<file path="config.mk">
export PLATFORM = sky130hd
export DESIGN_NAME = control_unit_flat
export DESIGN_NICKNAME = d
export VERILOG_FILES = /design/src/rtl/control_unit_pkg.sv /design/src/rtl/control_unit_if.sv /design/src/rtl/control_unit_decode.sv /design/src/rtl/control_unit.sv /design/src/flat_wrapper.sv
export SDC_FILE = /design/constraint.sdc
export NUM_CORES = 1
export LEC_CHECK = 0
export ABC_AREA = 1
export BUFFER_PORTS_ARGS = -buffer_cell sky130_fd_sc_hd__buf_4
export CELL_PAD_IN_SITES_DETAIL_PLACEMENT = 2
export CELL_PAD_IN_SITES_GLOBAL_PLACEMENT = 2
export CORE_MARGIN = 10
export CORE_UTILIZATION = 32
export CTS_CLUSTER_SIZE = 30
export DETAILED_ROUTE_END_ITERATION = 8
export GPL_ROUTABILITY_DRIVEN = 0
export GPL_TIMING_DRIVEN = 1
export PLACE_DENSITY_LB_ADDON = 0.1
export SYNTH_ARGS = -nofsm -noshare
export SYNTH_HDL_FRONTEND = slang
export SYNTH_SLANG_ARGS = --single-unit
</file>
<file path="constraint.sdc">
create_clock -name clk -period 3.8 [get_ports clk]
set_clock_uncertainty 0.1 [all_clocks]
set_input_delay 0.19 -clock clk [delete_from_list [all_inputs] [get_ports clk]]
set_output_delay 0.19 -clock clk [all_outputs]
set_load 0.01 [all_outputs]
</file>
<file path="src/rtl/control_unit_pkg.sv">
// Shared opcode map, ALU codes, FSM state type and decode result type for the pico-MIPS control unit.
package ctrl_pkg;

  localparam logic [5:0] OP_NOP  = 6'b000000;
  localparam logic [5:0] OP_ADD  = 6'b000001;
  localparam logic [5:0] OP_SUB  = 6'b000010;
  localparam logic [5:0] OP_ADDI = 6'b001001;
  localparam logic [5:0] OP_SUBI = 6'b001010;
  localparam logic [5:0] OP_BEQ  = 6'b010010;
  localparam logic [5:0] OP_BNQ  = 6'b011010;
  localparam logic [5:0] OP_JMP  = 6'b100000;
  localparam logic [5:0] OP_MULT = 6'b101011;
  localparam logic [5:0] OP_STIN = 6'b110000;
  localparam logic [5:0] OP_LOUT = 6'b111000;

  // Low ALU_W opcode bits select the ALU function directly
  localparam logic [2:0] ALU_PASS = 3'b000;
  localparam logic [2:0] ALU_ADD  = 3'b001;
  localparam logic [2:0] ALU_SUB  = 3'b010;
  localparam logic [2:0] ALU_MUL  = 3'b011;

  typedef enum logic [2:0] {
    S_EXEC, S_MUL_WAIT, S_IN_WAIT, S_OUT_WAIT, S_HALT
  } ctrl_state_t;

  typedef enum logic [3:0] {
    C_NOP, C_ALU, C_ALUI, C_BEQ, C_BNQ, C_JMP, C_MULT, C_STIN, C_LOUT
  } op_class_t;

  typedef struct packed {
    op_class_t cls;
    logic      legal;
  } dec_t;

endpackage

</file>
<file path="src/rtl/control_unit_if.sv">
// Datapath-facing bundle of the control unit: instruction/flag/IO inputs and decoded strobes.
interface control_unit_if #(
  parameter int OPCODE_W = 6,
  parameter int ALU_W    = 3,
  parameter int CNT_W    = 16
);
  logic                instr_valid;
  logic [OPCODE_W-1:0] opcode;
  logic                ZF;
  logic                in_valid;
  logic                out_ready;
  logic [ALU_W-1:0]    alu_func;
  logic                pc_rel_branch;
  logic                pc_stall;
  logic                reg_write;
  logic                immediate;
  logic                mult;
  logic                read_in;
  logic                write_out;
  logic                in_ack;
  logic                illegal_op;
  logic [CNT_W-1:0]    retired_cnt;

  modport master (
    output instr_valid, opcode, ZF, in_valid, out_ready,
    input  alu_func, pc_rel_branch, pc_stall, reg_write, immediate, mult,
           read_in, write_out, in_ack, illegal_op, retired_cnt
  );

  modport slave (
    input  instr_valid, opcode, ZF, in_valid, out_ready,
    output alu_func, pc_rel_branch, pc_stall, reg_write, immediate, mult,
           read_in, write_out, in_ack, illegal_op, retired_cnt
  );
endinterface

</file>
<file path="src/rtl/control_unit_decode.sv">
// Combinational opcode classifier; anything outside the opcode map is flagged illegal.
module ctrl_decode
  import ctrl_pkg::*;
#(
  parameter int OPCODE_W = 6
) (
  input  logic [OPCODE_W-1:0] opcode,
  output dec_t                dec
);
  always_comb begin
    dec.cls   = C_NOP;
    dec.legal = 1'b1;
    case (opcode)
      OPCODE_W'(OP_NOP):  dec.cls = C_NOP;
      OPCODE_W'(OP_ADD),
      OPCODE_W'(OP_SUB):  dec.cls = C_ALU;
      OPCODE_W'(OP_ADDI),
      OPCODE_W'(OP_SUBI): dec.cls = C_ALUI;
      OPCODE_W'(OP_BEQ):  dec.cls = C_BEQ;
      OPCODE_W'(OP_BNQ):  dec.cls = C_BNQ;
      OPCODE_W'(OP_JMP):  dec.cls = C_JMP;
      OPCODE_W'(OP_MULT): dec.cls = C_MULT;
      OPCODE_W'(OP_STIN): dec.cls = C_STIN;
      OPCODE_W'(OP_LOUT): dec.cls = C_LOUT;
      default:            dec.legal = 1'b0;
    endcase
  end
endmodule

</file>
<file path="src/rtl/control_unit.sv">
// pico-MIPS control unit: zero-latency strobe decode plus an FSM for multi-cycle MULT,
// handshaked STIN/LOUT and a sticky illegal-opcode halt; counts retired instructions.
module control_unit
  import ctrl_pkg::*;
#(
  parameter int OPCODE_W    = 6,
  parameter int ALU_W       = 3,
  parameter int MULT_CYCLES = 4,
  parameter int CNT_W       = 16
) (
  input  logic          clk,
  input  logic          rst,
  control_unit_if.slave bus
);
  localparam int MC_W = (MULT_CYCLES > 1) ? $clog2(MULT_CYCLES) : 1;

  ctrl_state_t      state, next;
  dec_t             dec;
  logic [MC_W-1:0]  mul_cnt;
  logic [CNT_W-1:0] cnt;
  logic             ill;
  logic             rw, imm, br, stall, mul, rin, wout, ack;
  logic             retire, ld_mul, set_ill;

  ctrl_decode #(.OPCODE_W(OPCODE_W)) u_dec (.opcode(bus.opcode), .dec(dec));

  always_ff @(posedge clk or posedge rst) begin
    if (rst) begin
      state   <= S_EXEC;
      mul_cnt <= '0;
      cnt     <= '0;
      ill     <= 1'b0;
    end else begin
      state <= next;
      if (ld_mul)                  mul_cnt <= MC_W'(MULT_CYCLES - 1);
      else if (state == S_MUL_WAIT) mul_cnt <= mul_cnt - MC_W'(1);
      if (retire)  cnt <= cnt + CNT_W'(1);
      if (set_ill) ill <= 1'b1;
    end
  end

  always_comb begin
    next    = state;
    rw      = 1'b0;
    imm     = 1'b0;
    br      = 1'b0;
    stall   = 1'b0;
    mul     = 1'b0;
    rin     = 1'b0;
    wout    = 1'b0;
    ack     = 1'b0;
    retire  = 1'b0;
    ld_mul  = 1'b0;
    set_ill = 1'b0;
    if (!rst) begin
      case (state)
        S_EXEC: begin
          if (bus.instr_valid) begin
            if (!dec.legal) begin
              // Stall immediately so the PC never moves past the offending word
              set_ill = 1'b1;
              stall   = 1'b1;
              next    = S_HALT;
            end else begin
              case (dec.cls)
                C_ALU:  begin rw = 1'b1; retire = 1'b1; end
                C_ALUI: begin rw = 1'b1; imm = 1'b1; retire = 1'b1; end
                C_BEQ:  begin br = bus.ZF;  retire = 1'b1; end
                C_BNQ:  begin br = ~bus.ZF; retire = 1'b1; end
                C_JMP:  begin br = 1'b1;    retire = 1'b1; end
                C_MULT: begin
                  mul = 1'b1;
                  if (MULT_CYCLES == 1) begin
                    rw     = 1'b1;
                    retire = 1'b1;
                  end else begin
                    stall  = 1'b1;
                    ld_mul = 1'b1;
                    next   = S_MUL_WAIT;
                  end
                end
                C_STIN: begin
                  rin = 1'b1;
                  if (bus.in_valid) begin
                    rw = 1'b1; ack = 1'b1; retire = 1'b1;
                  end else begin
                    stall = 1'b1; next = S_IN_WAIT;
                  end
                end
                C_LOUT: begin
                  wout = 1'b1;
                  if (bus.out_ready) retire = 1'b1;
                  else begin stall = 1'b1; next = S_OUT_WAIT; end
                end
                default: retire = 1'b1;
              endcase
            end
          end
        end
        S_MUL_WAIT: begin
          mul = 1'b1;
          if (mul_cnt == MC_W'(1)) begin
            rw = 1'b1; retire = 1'b1; next = S_EXEC;
          end else stall = 1'b1;
        end
        S_IN_WAIT: begin
          rin = 1'b1;
          if (bus.in_valid) begin
            rw = 1'b1; ack = 1'b1; retire = 1'b1; next = S_EXEC;
          end else stall = 1'b1;
        end
        S_OUT_WAIT: begin
          wout = 1'b1;
          if (bus.out_ready) begin retire = 1'b1; next = S_EXEC; end
          else stall = 1'b1;
        end
        S_HALT:  stall = 1'b1;
        default: next = S_EXEC;
      endcase
    end
  end

  assign bus.alu_func      = bus.opcode[ALU_W-1:0];
  assign bus.reg_write     = rw;
  assign bus.immediate     = imm;
  assign bus.pc_rel_branch = br;
  assign bus.pc_stall      = stall;
  assign bus.mult          = mul;
  assign bus.read_in       = rin;
  assign bus.write_out     = wout;
  assign bus.in_ack        = ack;
  assign bus.illegal_op    = ill;
  assign bus.retired_cnt   = cnt;
endmodule

</file>
<file path="src/flat_wrapper.sv">
// flat-port wrapper written by rule: the top's interface ports become plain ports
module control_unit_flat import ctrl_pkg::*;
#(
  parameter int OPCODE_W    = 6,
  parameter int ALU_W       = 3,
  parameter int MULT_CYCLES = 4,
  parameter int CNT_W       = 16
)
  (clk, rst, bus_instr_valid, bus_opcode, bus_ZF, bus_in_valid, bus_out_ready, bus_alu_func, bus_pc_rel_branch, bus_pc_stall, bus_reg_write, bus_immediate, bus_mult, bus_read_in, bus_write_out, bus_in_ack, bus_illegal_op, bus_retired_cnt);
  control_unit_if #(.OPCODE_W(OPCODE_W), .ALU_W(ALU_W), .CNT_W(CNT_W)) bus_i ();
  input  logic clk;
  input  logic rst;
  input wire logic [$bits(bus_i.instr_valid)-1:0] bus_instr_valid;
  input wire logic [$bits(bus_i.opcode)-1:0] bus_opcode;
  input wire logic [$bits(bus_i.ZF)-1:0] bus_ZF;
  input wire logic [$bits(bus_i.in_valid)-1:0] bus_in_valid;
  input wire logic [$bits(bus_i.out_ready)-1:0] bus_out_ready;
  output wire logic [$bits(bus_i.alu_func)-1:0] bus_alu_func;
  output wire logic [$bits(bus_i.pc_rel_branch)-1:0] bus_pc_rel_branch;
  output wire logic [$bits(bus_i.pc_stall)-1:0] bus_pc_stall;
  output wire logic [$bits(bus_i.reg_write)-1:0] bus_reg_write;
  output wire logic [$bits(bus_i.immediate)-1:0] bus_immediate;
  output wire logic [$bits(bus_i.mult)-1:0] bus_mult;
  output wire logic [$bits(bus_i.read_in)-1:0] bus_read_in;
  output wire logic [$bits(bus_i.write_out)-1:0] bus_write_out;
  output wire logic [$bits(bus_i.in_ack)-1:0] bus_in_ack;
  output wire logic [$bits(bus_i.illegal_op)-1:0] bus_illegal_op;
  output wire logic [$bits(bus_i.retired_cnt)-1:0] bus_retired_cnt;
  assign bus_i.instr_valid = bus_instr_valid;
  assign bus_i.opcode = bus_opcode;
  assign bus_i.ZF = bus_ZF;
  assign bus_i.in_valid = bus_in_valid;
  assign bus_i.out_ready = bus_out_ready;
  assign bus_alu_func = bus_i.alu_func;
  assign bus_pc_rel_branch = bus_i.pc_rel_branch;
  assign bus_pc_stall = bus_i.pc_stall;
  assign bus_reg_write = bus_i.reg_write;
  assign bus_immediate = bus_i.immediate;
  assign bus_mult = bus_i.mult;
  assign bus_read_in = bus_i.read_in;
  assign bus_write_out = bus_i.write_out;
  assign bus_in_ack = bus_i.in_ack;
  assign bus_illegal_op = bus_i.illegal_op;
  assign bus_retired_cnt = bus_i.retired_cnt;
  control_unit #(.OPCODE_W(OPCODE_W), .ALU_W(ALU_W), .MULT_CYCLES(MULT_CYCLES), .CNT_W(CNT_W)) u_core (.clk(clk), .rst(rst), .bus(bus_i));
endmodule
</file>
# Yosys cells after proc, flatten, opt, wreduce, memory -nomap -nowiden
# Cells that the tools add are included.
# classes
add_sub_neg,2
n_mux,70
n_eq_ne,30
bitwise,3
n_reduce_logical,8
# ops
cell,n
$mux 1,47
$pmux 4 s8,1
$eq 6x6->1 const B,4
$mux 3,7
$add 16x1->16 const B,1
$eq 4x3->1 const B,4
$pmux 3 s5,1
$eq 6x4->1 const B,2
$eq 6x5->1 const B,2
$pmux 1 s3,4
$reduce_or 11->1,1
$pmux 1 s2,5
$pmux 3 s3,1
$reduce_and 9->1,1
$eq 4x2->1 const B,2
$ne 2x2->1 const B,4
$ne 4x4->1 const B,2
$eq 3x2->1 const B,2
$eq 6x1->1 const B,1
$eq 6x2->1 const B,1
$logic_not 6->1,1
$reduce_or 2->1,3
$ne 5x5->1 const B,1
$pmux 1 s5,1
11 further kinds,14
# word_totals
ff_bits,22
elab_cells,117
output_inout_bits,28

# Depth between registers and ports, before layout
# logic_depth
word_depth,10
mapped_depth,13
ltp_nobuf,12

# Hierarchy
# A second synthesis with hierarchy kept.
# unflattened
hier_cells,290
hier_area_um2,1824.2
# by_module_without_submodules
mod,seq_area_each_um2,cells_per_inst,area_each_um2,n_inst
control_unit,550.5,246,1614.0,1
ctrl_decode,0.0,44,210.2,1

# Least setup slack after synthesis
# Ideal clock, no wire load.
# synth_path
kind,reg2reg
startpoint,"register u_core.cnt[0], in the netlist u_core.bus.retired_cnt[0]"
endpoint,"register u_core.cnt[10], in the netlist u_core.bus.retired_cnt[10]"
arrival_time_ns,1.610
synth_period_minus_slack_ns,1.776
path_stages_with_launch,9
t_required_ns,3.634
setup_time_ns,0.066
path_slack_ns,2.024
path_cell_list,dfrtp_1 ha_1 nand3_1 nor3_1 nand4_1 nor2_1 xor2_1 nand3_1 nand2_1
# synth_via
elab_chain_cells,1
# synth_lines
element,line,rtl
from (decl),control_unit.sv:20,logic [CNT_W-1:0] cnt;
from (signal assigned),control_unit.sv:37,if (retire) cnt <= cnt + CNT_W'(1);
$add 16x1->16,control_unit.sv:37,
# Every way passes these cells.
# A chain may end at the register's enable or synchronous reset.

# Final worst setup path
# layout_path
startpoint,input port rst
endpoint,output port bus_write_out
# layout_via
elab_chain_cells,1
# layout_lines
element,line,rtl
from (decl),flat_wrapper.sv:12,input logic rst;
$mux 1,control_unit.sv:55,if (!rst) begin
to (decl),flat_wrapper.sv:25,output wire logic [$bits(bus_i.write_out)-1:0] bus_write_out;
# Every way passes these cells.

==> run_results.csv <==
group,metric,value,unit
run_status,status,"finished, final reports clean",
sta,period_share,0.590,
worst_hold_path,hp-start,"bus_instr_valid",
cells_and_area,finalNonFillerCells,349,
die,die_h,94.7,um
sta,setup_viol,0,
sta,finalSetupTns,0,ns
logic_synthesis,synth_compound_area_frac,0.0574,
cells_and_area,syn2layout_area_growth,21.2,%
clock_tree,clock_latency,0.26,ns
worst_hold_path,min_to,"u_core.bus.illegal_op$_DFFE_PP0P_",
global_routing,grt_antenna_before_repair,0,
global_routing,grt_pass1_wl,9250,um
detailed_routing,wl_per_cell,15.4,um
logic_synthesis,synth_top_cell_by_area,"dfrtp_1",
die,num_rows,27,
clock_tree,cts_root_buf,"clkbuf_8",
logic_synthesis,ys_top_cells_by_count,"nand2_1 (41), nand3_1 (34), inv_1 (25)",
sta,slew_viol_final,0,
global_routing,grt_start_max_net_pins,33,
clock_tree,cts_buffer_depth,2,
sta,grt_setup_unrepaired,"no",
critical_path,worst_setup_path_end_kind,"output pin",
detailed_routing,wl_met3,186,um
detailed_routing,vias_per_cell,4.98,
logic_synthesis,synth_flop_cell,"dfrtp_1",
sta,max_slew_margin,0.669,
critical_path,r2r-end,"u_core.bus.retired_cnt[12]$_DFFE_PP0P_",
pwr,leakagePower,1.11,nW
critical_path,reg2reg_from,"u_core.bus.retired_cnt[0]$_DFFE_PP0P_",
worst_hold_path,worstHoldPathType,"in2reg",
logic_synthesis,synth_area,1790,um2
die,start_util,0.326,
logic_synthesis,yosysMostFrequentCell,"nand2_1",
critical_path,reg2reg_depth,8,
critical_path,cp_max_fo,12,
critical_path,start_kind,"input pin",
logic_synthesis,synth-xor-area-share,0.0686,
logic_synthesis,ys_seq_elements,22,
sta,maxClockFrequency,0.446,GHz
detailed_routing,dr.first_iter.drc_count,54,
detailed_routing,routed.top_layer,"met4",
logic_synthesis,synth_seq_area_share,0.308,
logic_synthesis,ys_async_sr_fraction,1.00,
logic_synthesis,synth_edf_count,0,
logic_synthesis,synthTopCellsByArea,"dfrtp_1 (31%), nand3_1 (9.5%), nand2_1 (8.6%)",
clock_tree,cts_max_level,1,
logic_synthesis,synth_fa_ha_area_frac,0.0140,
pwr,ir_worst_vdd,0.147,mV
critical_path,critPathArrivalTime,1.95,ns
placed_design,place_hpwl,4200,um
die,die_w,94.7,um
logic_synthesis,synth_nets,255,
logic_synthesis,syn_area_per_cell,7.41,um2
logic_synthesis,syn_inst,241,
sta,whs,0.139,ns
detailed_routing,drt_wl_total,5370,um
cells_and_area,stdcell_area,2170,um2
detailed_routing,vias,1737,
sta,final_hold_viol_count,0,
logic_synthesis,yosys_warnings,0,
clock_tree,cts_made_buffers,3,
pwr,powerDensity,360,nW/um2
logic_synthesis,synthSimpleGateAreaFrac,0.456,
detailed_routing,met1_length,2640,um
logic_synthesis,synth_top_family_by_area,"simple AND/OR/NAND/NOR gates",
detailed_routing,dr.pass1.iters,4,
placed_design,dp_cells,345,
cells_and_area,insertedDiodeCount,0,
detailed_routing,drc_errors,0,
die,coreArea,5470,um2
clock_tree,cts.sinks,22,
die,ios,40,
cells_and_area,drive_gt1_frac,0.329,
global_routing,track_usage,0.124,
die,die_area,8970,um2
critical_path,r2r_setup_slack,1.67,ns
clock_tree,clkTransAtPathRegs,0.08,ns
cells_and_area,final_nets,293,
critical_path,critPathKind,"in2out",
logic_synthesis,yosysTopAreaCellShare,0.308,
logic_synthesis,synth.mux.area_fraction,0,
sta,min_period,2.24,ns
sta,setup_slack,1.56,ns
placed_design,pre_cts_ws,1.68,ns
detailed_routing,wl_met2,2520,um
placed_design,portBuffers,39,
placed_design,placed_area,2110,um2
critical_path,required,3.51,ns
worst_hold_path,hold_depth,3,
detailed_routing,detail-route-antenna-nets,0,
global_routing,grt_pass1_vias,1861,
sta,worstMarginPinSlew,0.492,ns
global_routing,gr-total-overflow,0,
logic_synthesis,synth_cell_type_count,32,
clock_tree,cts_tree,"yes",
run,max_cap_violations,0,
power by group:
| group | internal [W] | switching [W] |
|---|---|---|
| clock | 0.0000707 | 0.0000760 |
| combinational | 0.000114 | 0.000204 |
| sequential | 0.000270 | 0.0000448 |
| total | 0.000455 | 0.000325 |
cells in the final DEF (no fill, tap or decap), drive strengths merged:
master / count
nand2: 66
dfrtp: 22
buf: 40
or2: 1
clkbuf: 3
xor2: 11
ha: 2
dlygate4sd3: 1
a21oi: 5
nand3: 39
xnor2: 3
nor4: 3
a31oi: 2
inv: 29
nor3: 7
o21ai: 8
nand4: 6
o2111ai: 1
o22ai: 2
nor2: 26
metrics by stage:
| stage | power, W | util |
|---|---|---|
| 2_1_floorplan | 0.000530 | - |
| 3_3_place_gp | 0.000634 | 0.386 |
| 3_5_place_dp | 0.000639 | 0.386 |
| 4_1_cts | 0.000796 | 0.396 |
| 5_1_grt | 0.000846 | 0.396 |
| 6_report | 0.000780 | 0.396 |
area by class of cell:
class / instances / area (um2)
clock buffer: 3 / 41.3
fill: 673 / 3310
inverter: 29 / 109
multi-input combinational: 182 / 1060
sequential: 22 / 551
tap: 72 / 90.1
timing repair buffer: 41 / 310
worst max path at each step:
stage               cells after the start                                endpoint                                   from  slack, ns
floorplan                               8  u_core.bus.retired_cnt[10]$_DFFE_PP0P_  u_core.bus.retired_cnt[0]$_DFFE_PP0P_       2.02
detailed placement                      8  u_core.bus.retired_cnt[12]$_DFFE_PP0P_  u_core.bus.retired_cnt[0]$_DFFE_PP0P_       1.68
finish                                  6                           bus_write_out                                    rst       1.56
CTS                                     6                           bus_write_out                                    rst       1.51
global route                            6                           bus_write_out                                    rst       1.36
global placement                        8  u_core.bus.retired_cnt[12]$_DFFE_PP0P_  u_core.bus.retired_cnt[0]$_DFFE_PP0P_       1.75
sequential cells by signal, indices dropped and copies added (netlist names):
signal                  count
u_core.bus.retired_cnt     16
u_core.state                3
u_core.mul_cnt              2
u_core.bus.illegal_op       1
critical path: stages:
cell and delay [ns]:
dlygate4sd3_1 0.54, buf_4 0.16, inv_1 0.34, nand4_1 0.31, o21ai_0 0.26, buf_4 0.15
cell families (layout without fill, tap and decap cells):
family          after synthesis  count (layout)
compound gates               18              18
xor+xnor                     14              14
fa+ha+maj                     2               2
buf+inv                      37              73
flops                        22              22
simple gates                148             148
per-layer routing:
metal,GRT usage,vias up
met3,0.0230,2
met1,0.168,858
met2,0.202,23
met4,0.0224,0
met5,0,-
li1,-,854
timing repair:
item,CTS,global route
hold buffers,1,0
gates resized for setup,0,0
setup endpoints to repair,0,0
setup buffers,0,0
endpoints found under the hold margin,6,0
Power figures use the tool's default switching activity.
